### src/rtl/imem_pkg.sv
// Shared types and helpers for the instruction memory fetch unit.
// Optional parity column is enabled with IMEM_PARITY_EN.
package imem_pkg;

  typedef enum logic [1:0] {
    StIdle,
    StRead,
    StStall,
    StDone
  } fetch_state_e;

  // Widest word the parity helper and the NOP constant cover.
  localparam int unsigned ParityMaxW = 64;

  localparam logic [ParityMaxW-1:0] NopWord = '0;

  // Even parity: the stored bit makes the total count of ones even.
  function automatic logic even_parity(input logic [ParityMaxW-1:0] word);
    return ^word;
  endfunction

endpackage

### src/rtl/imem_ram.sv
// Single-port synchronous RAM; a load always wins the port over a read.
// IMEM_PARITY_EN adds a parity column checked on every read.
module imem_ram
  import imem_pkg::*;
#(
  parameter int unsigned DATA_W = 8,
  parameter int unsigned ADDR_W = 8,
  parameter int unsigned DEPTH  = 256
) (
  input  logic              clock,
  input  logic              load_en,
  input  logic [ADDR_W-1:0] load_addr,
  input  logic [DATA_W-1:0] load_data,
  input  logic              rd_en,
  input  logic [ADDR_W-1:0] rd_addr,
  output logic [DATA_W-1:0] rd_data,
  output logic              rd_perr
);

  logic [DATA_W-1:0] mem_q [DEPTH];
  logic              wr_ok;
  logic              rd_ok;

  // Out-of-range writes are dropped rather than aliased.
  assign wr_ok = load_en && (32'(load_addr) < DEPTH);
  assign rd_ok = !load_en && rd_en && (32'(rd_addr) < DEPTH);

  always_ff @(posedge clock) begin
    if (wr_ok) begin
      mem_q[load_addr] <= load_data;
    end
    if (rd_ok) begin
      rd_data <= mem_q[rd_addr];
    end
  end

`ifdef IMEM_PARITY_EN
  logic par_q [DEPTH];

  always_ff @(posedge clock) begin
    if (wr_ok) begin
      par_q[load_addr] <= even_parity(ParityMaxW'(load_data));
    end
    if (rd_ok) begin
      rd_perr <= par_q[rd_addr] ^ even_parity(ParityMaxW'(mem_q[rd_addr]));
    end
  end
`else
  assign rd_perr = 1'b0;
`endif

endmodule

### src/rtl/imem_fetch_unit.sv
// Instruction memory with program-load port and multi-word fetch engine.
// Define IMEM_PARITY_EN to store and check a parity bit per word.
module imem_fetch_unit
  import imem_pkg::*;
#(
  parameter int unsigned DATA_W      = 8,
  parameter int unsigned ADDR_W      = 8,
  parameter int unsigned DEPTH       = 256,
  parameter int unsigned FETCH_WORDS = 2,
  parameter int unsigned LEN_W       = 2
) (
  input  logic                          clock,
  input  logic                          reset,
  input  logic                          load_en,
  input  logic [ADDR_W-1:0]             load_addr,
  input  logic [DATA_W-1:0]             load_data,
  input  logic                          fetch_req,
  input  logic [ADDR_W-1:0]             fetch_addr,
  input  logic [LEN_W-1:0]              fetch_len,
  output logic                          fetch_ready,
  output logic [DATA_W*FETCH_WORDS-1:0] instr_out,
  output logic                          instr_valid,
  output logic                          fetch_fault
);

  localparam int unsigned SumW = ADDR_W + 1;

  fetch_state_e state_q, state_d;

  logic [ADDR_W-1:0]             base_q, base_d;
  logic [LEN_W-1:0]              len_q, len_d;
  logic [LEN_W-1:0]              k_q, k_d;
  logic [LEN_W-1:0]              pend_slot_q, pend_slot_d;
  logic                          pend_q, pend_d;
  logic                          pend_oor_q, pend_oor_d;
  logic [DATA_W*FETCH_WORDS-1:0] asm_q, asm_d;
  logic                          fault_q, fault_d;

  logic              rd_en;
  logic [ADDR_W-1:0] rd_addr;
  logic [DATA_W-1:0] rd_data;
  logic              rd_perr;

  logic [SumW-1:0] raw_addr;
  logic [SumW-1:0] wrap_addr;
  logic            base_oor;
  logic            issue;
  logic            len_ok;
  logic            last_cap;

  // A base at or above DEPTH never wraps; every slot of that fetch reads as NOP.
  assign raw_addr  = {1'b0, base_q} + SumW'(k_q);
  assign base_oor  = {1'b0, base_q} >= SumW'(DEPTH);
  assign wrap_addr = (raw_addr >= SumW'(DEPTH)) ? raw_addr - SumW'(DEPTH) : raw_addr;

  assign len_ok   = (fetch_len != '0) && (32'(fetch_len) <= FETCH_WORDS);
  assign issue    = (state_q inside {StRead, StStall}) && !load_en && (k_q < len_q);
  assign rd_en    = issue && !base_oor;
  assign rd_addr  = wrap_addr[ADDR_W-1:0];
  assign last_cap = pend_q && (pend_slot_q == len_q - LEN_W'(1));

  imem_ram #(
    .DATA_W (DATA_W),
    .ADDR_W (ADDR_W),
    .DEPTH  (DEPTH)
  ) u_ram (
    .clock     (clock),
    .load_en   (load_en),
    .load_addr (load_addr),
    .load_data (load_data),
    .rd_en     (rd_en),
    .rd_addr   (rd_addr),
    .rd_data   (rd_data),
    .rd_perr   (rd_perr)
  );

  always_comb begin
    state_d     = state_q;
    base_d      = base_q;
    len_d       = len_q;
    k_d         = k_q;
    pend_d      = 1'b0;
    pend_slot_d = k_q;
    pend_oor_d  = 1'b0;
    asm_d       = asm_q;
    fault_d     = fault_q;

    unique case (state_q)
      StIdle: begin
        if (fetch_req) begin
          asm_d = '0;
          k_d   = '0;
          if (len_ok) begin
            base_d  = fetch_addr;
            len_d   = fetch_len;
            fault_d = 1'b0;
            state_d = StRead;
          end else begin
            fault_d = 1'b1;
            state_d = StDone;
          end
        end
      end

      // A read issued before a stall still lands; the RAM holds rd_data meanwhile.
      StRead, StStall: begin
        if (pend_q) begin
          for (int i = 0; i < FETCH_WORDS; i++) begin
            if (pend_slot_q == LEN_W'(i)) begin
              asm_d[i*DATA_W +: DATA_W] = pend_oor_q ? NopWord[DATA_W-1:0] : rd_data;
            end
          end
          if (pend_oor_q || rd_perr) begin
            fault_d = 1'b1;
          end
        end
        if (issue) begin
          pend_d     = 1'b1;
          pend_oor_d = base_oor;
          k_d        = k_q + LEN_W'(1);
        end
        if (last_cap) begin
          state_d = StDone;
        end else if (load_en) begin
          state_d = StStall;
        end else begin
          state_d = StRead;
        end
      end

      StDone: state_d = StIdle;

      default: state_d = StIdle;
    endcase
  end

  always_ff @(posedge clock or posedge reset) begin
    if (reset) begin
      state_q     <= StIdle;
      base_q      <= '0;
      len_q       <= '0;
      k_q         <= '0;
      pend_q      <= 1'b0;
      pend_slot_q <= '0;
      pend_oor_q  <= 1'b0;
      asm_q       <= '0;
      fault_q     <= 1'b0;
    end else begin
      state_q     <= state_d;
      base_q      <= base_d;
      len_q       <= len_d;
      k_q         <= k_d;
      pend_q      <= pend_d;
      pend_slot_q <= pend_slot_d;
      pend_oor_q  <= pend_oor_d;
      asm_q       <= asm_d;
      fault_q     <= fault_d;
    end
  end

  assign fetch_ready = (state_q == StIdle);
  assign instr_valid = (state_q == StDone);
  assign instr_out   = asm_q;
  assign fetch_fault = fault_q;

endmodule

### config.mk
export PLATFORM = sky130hd
export DESIGN_NAME = imem_fetch_unit
export DESIGN_NICKNAME = d
export VERILOG_FILES = /design/src/rtl/imem_pkg.sv /design/src/rtl/imem_ram.sv /design/src/rtl/imem_fetch_unit.sv
export SDC_FILE = /design/constraint.sdc
export NUM_CORES = 2
export LEC_CHECK = 0
export ABC_AREA = 1
export CAP_MARGIN = 20
export CELL_PAD_IN_SITES_DETAIL_PLACEMENT = 2
export CELL_PAD_IN_SITES_GLOBAL_PLACEMENT = 2
export CORE_AREA = 8 8 593 595
export CTS_BUF_LIST = sky130_fd_sc_hd__clkbuf_8
export CTS_CLUSTER_DIAMETER = 100
export CTS_CLUSTER_SIZE = 28
export DETAILED_ROUTE_END_ITERATION = 8
export DIE_AREA = 0 0 601 603
export PLACE_DENSITY = 0.59
export RECOVER_POWER = 100
export SYNTH_ARGS = -nofsm -noshare
export SYNTH_HDL_FRONTEND = slang
export SYNTH_SLANG_ARGS = --single-unit
### constraint.sdc
create_clock -name clock -period 2.66 [get_ports clock]
set_clock_uncertainty 0.1 [all_clocks]
set_input_delay 0.532 -clock clock [delete_from_list [all_inputs] [get_ports clock]]
set_output_delay 0.532 -clock clock [all_outputs]
set_load 0.005 [all_outputs]
**Yosys cells after proc, flatten, opt, wreduce, memory -nomap -nowiden**

Memory sizes are Yosys's and may differ from the RTL's. A register that Yosys moved wholly into a read port is not among the register bits.
Index checks and enable logic that the tools add are counted.

- Register bits after elaboration: 34
- Latch bits: 0
- Memory bits (writable): 2048
- Memory bits (read-only): 0
- Bits of input ports: 30
- Output and inout bits: 19
- Logic and storage cells: 66
- Memories kept: 1

Memory list:

| name | depth | width | read ports | clocked after Yosys merged registers in | write ports | RTL line | text |
|---|---|---|---|---|---|---|---|
| u_ram.mem_q | 256 | 8 | 1 | 1 | 1 | imem_ram.sv:20 | `logic [DATA_W-1:0] mem_q [DEPTH];` |

- $add $sub $neg: 4
- Multipliers: 0
- Div/mod/pow operators: 0
- Magnitude comparators: 3
- Equal/unequal tests: 10
- Shift-type cells: 0
- Multiplexer cells: 21
- Bitwise operators: 1
- Reduce and logical (&&, ||, !) cells: 17

Operators with widths:

| cell | number |
|---|---|
| $mux 16 | 2 |
| $pmux 16 s2 | 1 |
| $mux 8 | 3 |
| $mux 2 | 6 |
| $reduce_and 4->1 | 3 |
| $add 8x2->9 | 1 |
| $ge 9x9->1 const B | 1 |
| $ne 2x2->1 const B | 4 |
| $sub 8x1->8 const B | 1 |
| $mux 1 | 7 |
| $pmux 2 s3 | 1 |
| $reduce_and 3->1 | 2 |
| $reduce_bool 2->1 | 3 |
| $logic_and 1x1->1 | 5 |
| $eq 2x1->1 const B | 2 |
| $eq 2x2->1 const B | 2 |
| $logic_not 2->1 | 2 |
| $pmux 2 s2 | 1 |
| $add 2x1->2 const B | 1 |
| $eq 2x2->1 | 1 |
| $le 2x2->1 const B | 1 |
| $lt 2x2->1 | 1 |
| $ne 2x1->1 const B | 1 |
| $reduce_or 2->1 | 1 |
| 3 further kinds | 3 |

**Depth between registers and ports, before layout**

- Depth in word-level cells: 6
- Depth in mapped cells: 18
- Depth with buffers taken out: 17

**Modules after synthesis**

Synthesis repeated with hierarchy kept, for this count alone.

- Cells, all modules: 7202
- Area, all modules: 85211.7 um^2

By module, submodules not included:

| module | times used | cells each | area each (um^2) | seq. area each (um^2) |
|---|---|---|---|---|
| imem_ram | 1 | 7006 | 83490.1 | 61739.2 |
| imem_fetch_unit | 1 | 196 | 1721.7 | 850.8 |

**Worst setup path before layout**

No wires, ideal clock.

- Path kind: reg-to-reg
- From: register k_q[0]
- To: register u_ram.rd_data[5] (read register of u_ram.mem_q), data pin
- Library setup time: 253 ps
- Arrival: 2240 ps
- Data required time: 2307 ps
- Setup slack: 67 ps
- Cell stages (with the launch flop): 16
- Buffers on the path: 3
- Clock period less this slack: 2593 ps
- Cell sequence: dfrtp_1 -> ha_1 -> inv_1 -> fa_1 -> buf_2 -> buf_2 -> clkbuf_1 -> nand3_1 -> nand3_1 -> nand3_1 -> nand3_1 -> nand3_1 -> nand3_1 -> nand2_1 -> nand2_1 -> nand2_1

- Cells in the longest elaborated chain, start to end: 3
- Elaborated cells on any way between the ends: 7
- Classes of those cells: add/sub: 2; order compare: 2; mux: 1; reduce/logical: 2

RTL lines:

| what | RTL line | text |
|---|---|---|
| start: declaration | imem_fetch_unit.sv:32 | `logic [LEN_W-1:0] k_q, k_d;` |
| start signal: assignment | imem_fetch_unit.sv:152 | `k_q <= k_d;` |
| $add 8x2->9 or $lt 2x2->1 (tied branches) | imem_fetch_unit.sv:52, imem_fetch_unit.sv:57 |  |
| $sub 8x1->8 (tied with other cells) | imem_fetch_unit.sv:54 | `assign wrap_addr = (raw_addr >= SumW'(DEPTH)) ? raw_addr - SumW'(DEPTH) : raw_addr;` |
| $mux 8 or $logic_and 1x1->1 (tied branches) | imem_fetch_unit.sv:54, imem_ram.sv:26 |  |
| end: declaration | imem_ram.sv:16 | `output logic [DATA_W-1:0] rd_data,` |

Several ways; a longest one is shown, not always the timed one.
A chain may end at the register's enable or synchronous reset.

**Worst setup path in the final report**

Same ends and word-level chain as after synthesis.

==> summary.txt <==
Run status
  • Outcome: finished with violations
  • Failing checks: capacitance limit, slew limit, setup timing

Floorplanning
  • Die Span X: about 600 um
  • Chip height: 603 um
  • Core area: 0.342 mm2
  • Initial Util: 0.249
  • I/O pin total: 49
  • Die area: between 0.3 and 0.4 mm2
  • Rows: ~220

Logic synthesis
  • Compound-Gate Fraction of Synth Area: 0.00206
  • Syn_area_per_cell: 11.8 um2
  • Main combinational cell family by area after synthesis: simple AND/OR/NAND/NOR gates
  • Sequential element share of the synthesized area: 0.735
  • Post-Syn Nets: 7227
  • Netlist cell types: 28
  • Post-Synth Simple-Gate Area: 0.229
  • Synth warn: 0
  • Adder-Cell Fraction of Synth Area: 0.000970
  • FF+latch count, synth: about 2100
  • Syn Inst Count: between 7000 and 8000
  • Mux cell area share after synthesis: 0
  • XOR/XNOR Fraction of Synth Area: 0.000691
  • Mapped cell area: 0.0851 mm2

Critical path
  • Buf+Inv Stages, Crit Path: 6
  • Worst path max stage delay: 0.81 ns
  • Worst setup SP type: register
  • R2R cell count: 17
  • CP delay by family, top: simple AND/OR/NAND/NOR gates
  • Critical path cell sequence: ha_4, inv_2, fa_4, buf_4, buf_12, buf_12, clkbuf_16, nand3_1, nand3_1, nand3_1, nand3_2, nand3_2, nand3_2, buf_12, nand2_1, nand2_2, nand2_1
  • Setup CP Type: register to register
  • CP endpoint kind: register
  • Stages on worst setup path: 17
  • CP arrival: around 4 ns
  • Slowest CP cell: fa_4
  • Crit path max fanout: 8
  • R2R setup slack: -0.79 ns
  • Crit path required time: 3.31 ns

STA
  • Worst slew pin tran: 2.29 ns
  • Max Freq: between 0.2 and 0.3 GHz
  • Final Hold Viols: 0
  • Max-slew violations: 215
  • Final setup viols: about 590
  • Min Tclk post-route: about 3.5 ns
  • Final period util: 1.30
  • Slew headroom: -0.527
  • Setup WS post-layout: -0.792 ns
  • RSZ-0062 raised after global routing: yes

Clock tree
  • H-tree depth: 3
  • Worst-path clk slew: 0.16 ns
  • Worst-Skew Late Latency: 0.98 ns
  • CTS tree: built
  • Root buf cell: clkbuf_8
  • Maximum clock insertion buffer count: 3
  • Num CTS Buffers: 102
  • # clock sinks: 2090

Drt
  • Detailed-route wire length per cell: 25.5 um
  • Via/cell ratio: 4.76
  • Drt first pass iters: 5
  • 1st-iter DRT viols: around 4300
  • Routed wire length: 315 mm
  • Via Count: slightly below 60000
  • Routed Antenna Nets: 0
  • DRC Markers: 0

Global route
  • Initial antenna violation count: 14
  • M3 GR Usage: 0.0138
  • Largest net degree at the start of global routing: 89
  • Total GRT Usage: 0.165
  • Met2 Usage GRT: 0.291
  • Met1 GRT Util: 0.218
  • First-pass GRT wire length: 449 mm
  • GRT Max-Usage Layer: met2
  • GRT overflow: 0
  • Vias in the first global route: 63400

Flow run
  • Max-cap viol count: 6

Worst hold path
  • Hold Path Class: input pin to register
  • Worst hold path depth: 3

Final layout
  • Final #Nets: 7730
  • Layout area overhead: 18.2%
  • Final core utilization: 0.294
  • Final Instance Count excl. Fillers: between 10000 and 15000
  • Share of post-route cells with drive strength above 1: 0.145
  • Fill count: 36500

Placement
  • Gpl congestion: 0.801
  • Placed Instances: around 12000
  • Dpl hpwl: ~200 mm
  • Port Buffer Count: 48
[stage by stage]
step	hold slack (ns)	cell area, um2	setup TNS (ns)	setup slack, ns
final	0.101	101000	-77.34	-0.792
after CTS	0.0148	101000	-7.68	-1.00
after detailed placement	0.378	97300	-159.13	-1.27
after floorplan	0.298	85100	0	0.0671
after global placement	0.371	97300	-99.80	-1.23
after global routing	0.0657	101000	-102.27	-0.921
[tightest hold or removal path: stages]
cell,delay (ns)
clkdlybuf4s50_1,0.41
nand2_1,0.12
nand2_1,0.06
[final timing paths]
| path | startpoint | endpoint |
|---|---|---|
| setup / recovery | k_q[0]$_DFFE_PP0P_ | u_ram.rd_data[5]$_DFFE_PP_ |
| hold / removal | fetch_addr[0] | base_q[0]$_DFFE_PP0P_ |
| setup reg to reg | k_q[0]$_DFFE_PP0P_ | u_ram.rd_data[5]$_DFFE_PP_ |
| hold reg to reg | instr_out[14]$_DFFE_PP0P_ | instr_out[14]$_DFFE_PP0P_ |
| max in group asynchronous | reset | base_q[1]$_DFFE_PP0P_ |
| min in group asynchronous | reset | instr_out[4]$_DFFE_PP0P_ |
[sequential cells by signal, summed over array words and instances (netlist names)]
register and cells:
state_q 2, len_q 2, u_ram.mem_q 2048, instr_out 16, u_ram.rd_data 8, pend_slot_q 2
base_q 8, pend_q 1, k_q 2, fetch_fault 1
[cells by family (layout without fill, tap and decap cells)]
family                   after synthesis  after routing
AND/OR/NAND/NOR                     4513           4513
adder cells (fa/ha/maj)                6              6
other                                  0              7
XOR/XNOR                               5              5
buffers and inverters                544           1125
flip-flops                          2090           2090
AO/OA/AOI/OAI                         33             33
[area by class of cell]
class,instances,area [um2],area share
Antenna cell,7,17.5,0.000174
Clock buffer,104,1430,0.0142
Clock inverter,78,941,0.00935
Inverter,61,279,0.00277
Multi-Input combinational cell,4557,21100,0.210
Sequential cell,2090,62600,0.622
Tap cell,4557,5700,0.0567
Timing Repair Buffer,882,8490,0.0844
[synth_stat cells, drive strengths merged]
master	n	share of area
a21boi	1	0.000088
a21oi	3	0.00018
a22oi	1	0.000088
buf	417	0.026
clkbuf	66	0.0029
dfrtp	34	0.010
edfxtp	2056	0.73
fa	1	0.00024
ha	5	0.00073
inv	61	0.0027
nand2	2196	0.097
nand3	2022	0.12
nand4	2	0.00015
nor2	290	0.013
nor4	2	0.00015
o211ai	1	0.000088
o21ai	25	0.0015
o22ai	2	0.00015
or2	1	0.000074
xnor2	1	0.00010
xor2	4	0.00059
[cell usage in the layout, fill, tap and decap left out, types with 17 or more instances in the layout]
master	count
clkbuf_1	101
dfrtp_1	34
clkbuf_2	195
nor2_1	290
buf_4	287
nand3_2	156
clkbuf_4	28
buf_6	17
nand3_1	1831
buf_12	151
edfxtp_1	2056
clkbuf_8	104
nand3_4	35
nand2_1	2179
o21ai_0	25
clkdlybuf4s50_1	30
inv_1	57
clkbuf_16	18
[metal layers]
metal,share of wire,vias up
li1,-,26400
met1,0.44,31100
met2,0.50,884
met3,0.029,289
met4,0.030,4
met5,0.000086,-
[repair_timing]
action	in CTS	in global routing
cloned	4	19
resized for setup	116	185
buffers inserted	10	22
endpoints found under the setup margin	15	8
hold buffers	14	0
hold endpoints to repair	402	0
pin swaps	3	17
Power is left out: the tool's default activity adds up to more than one toggle a clock period on the data nets, which glitch-free logic cannot reach.
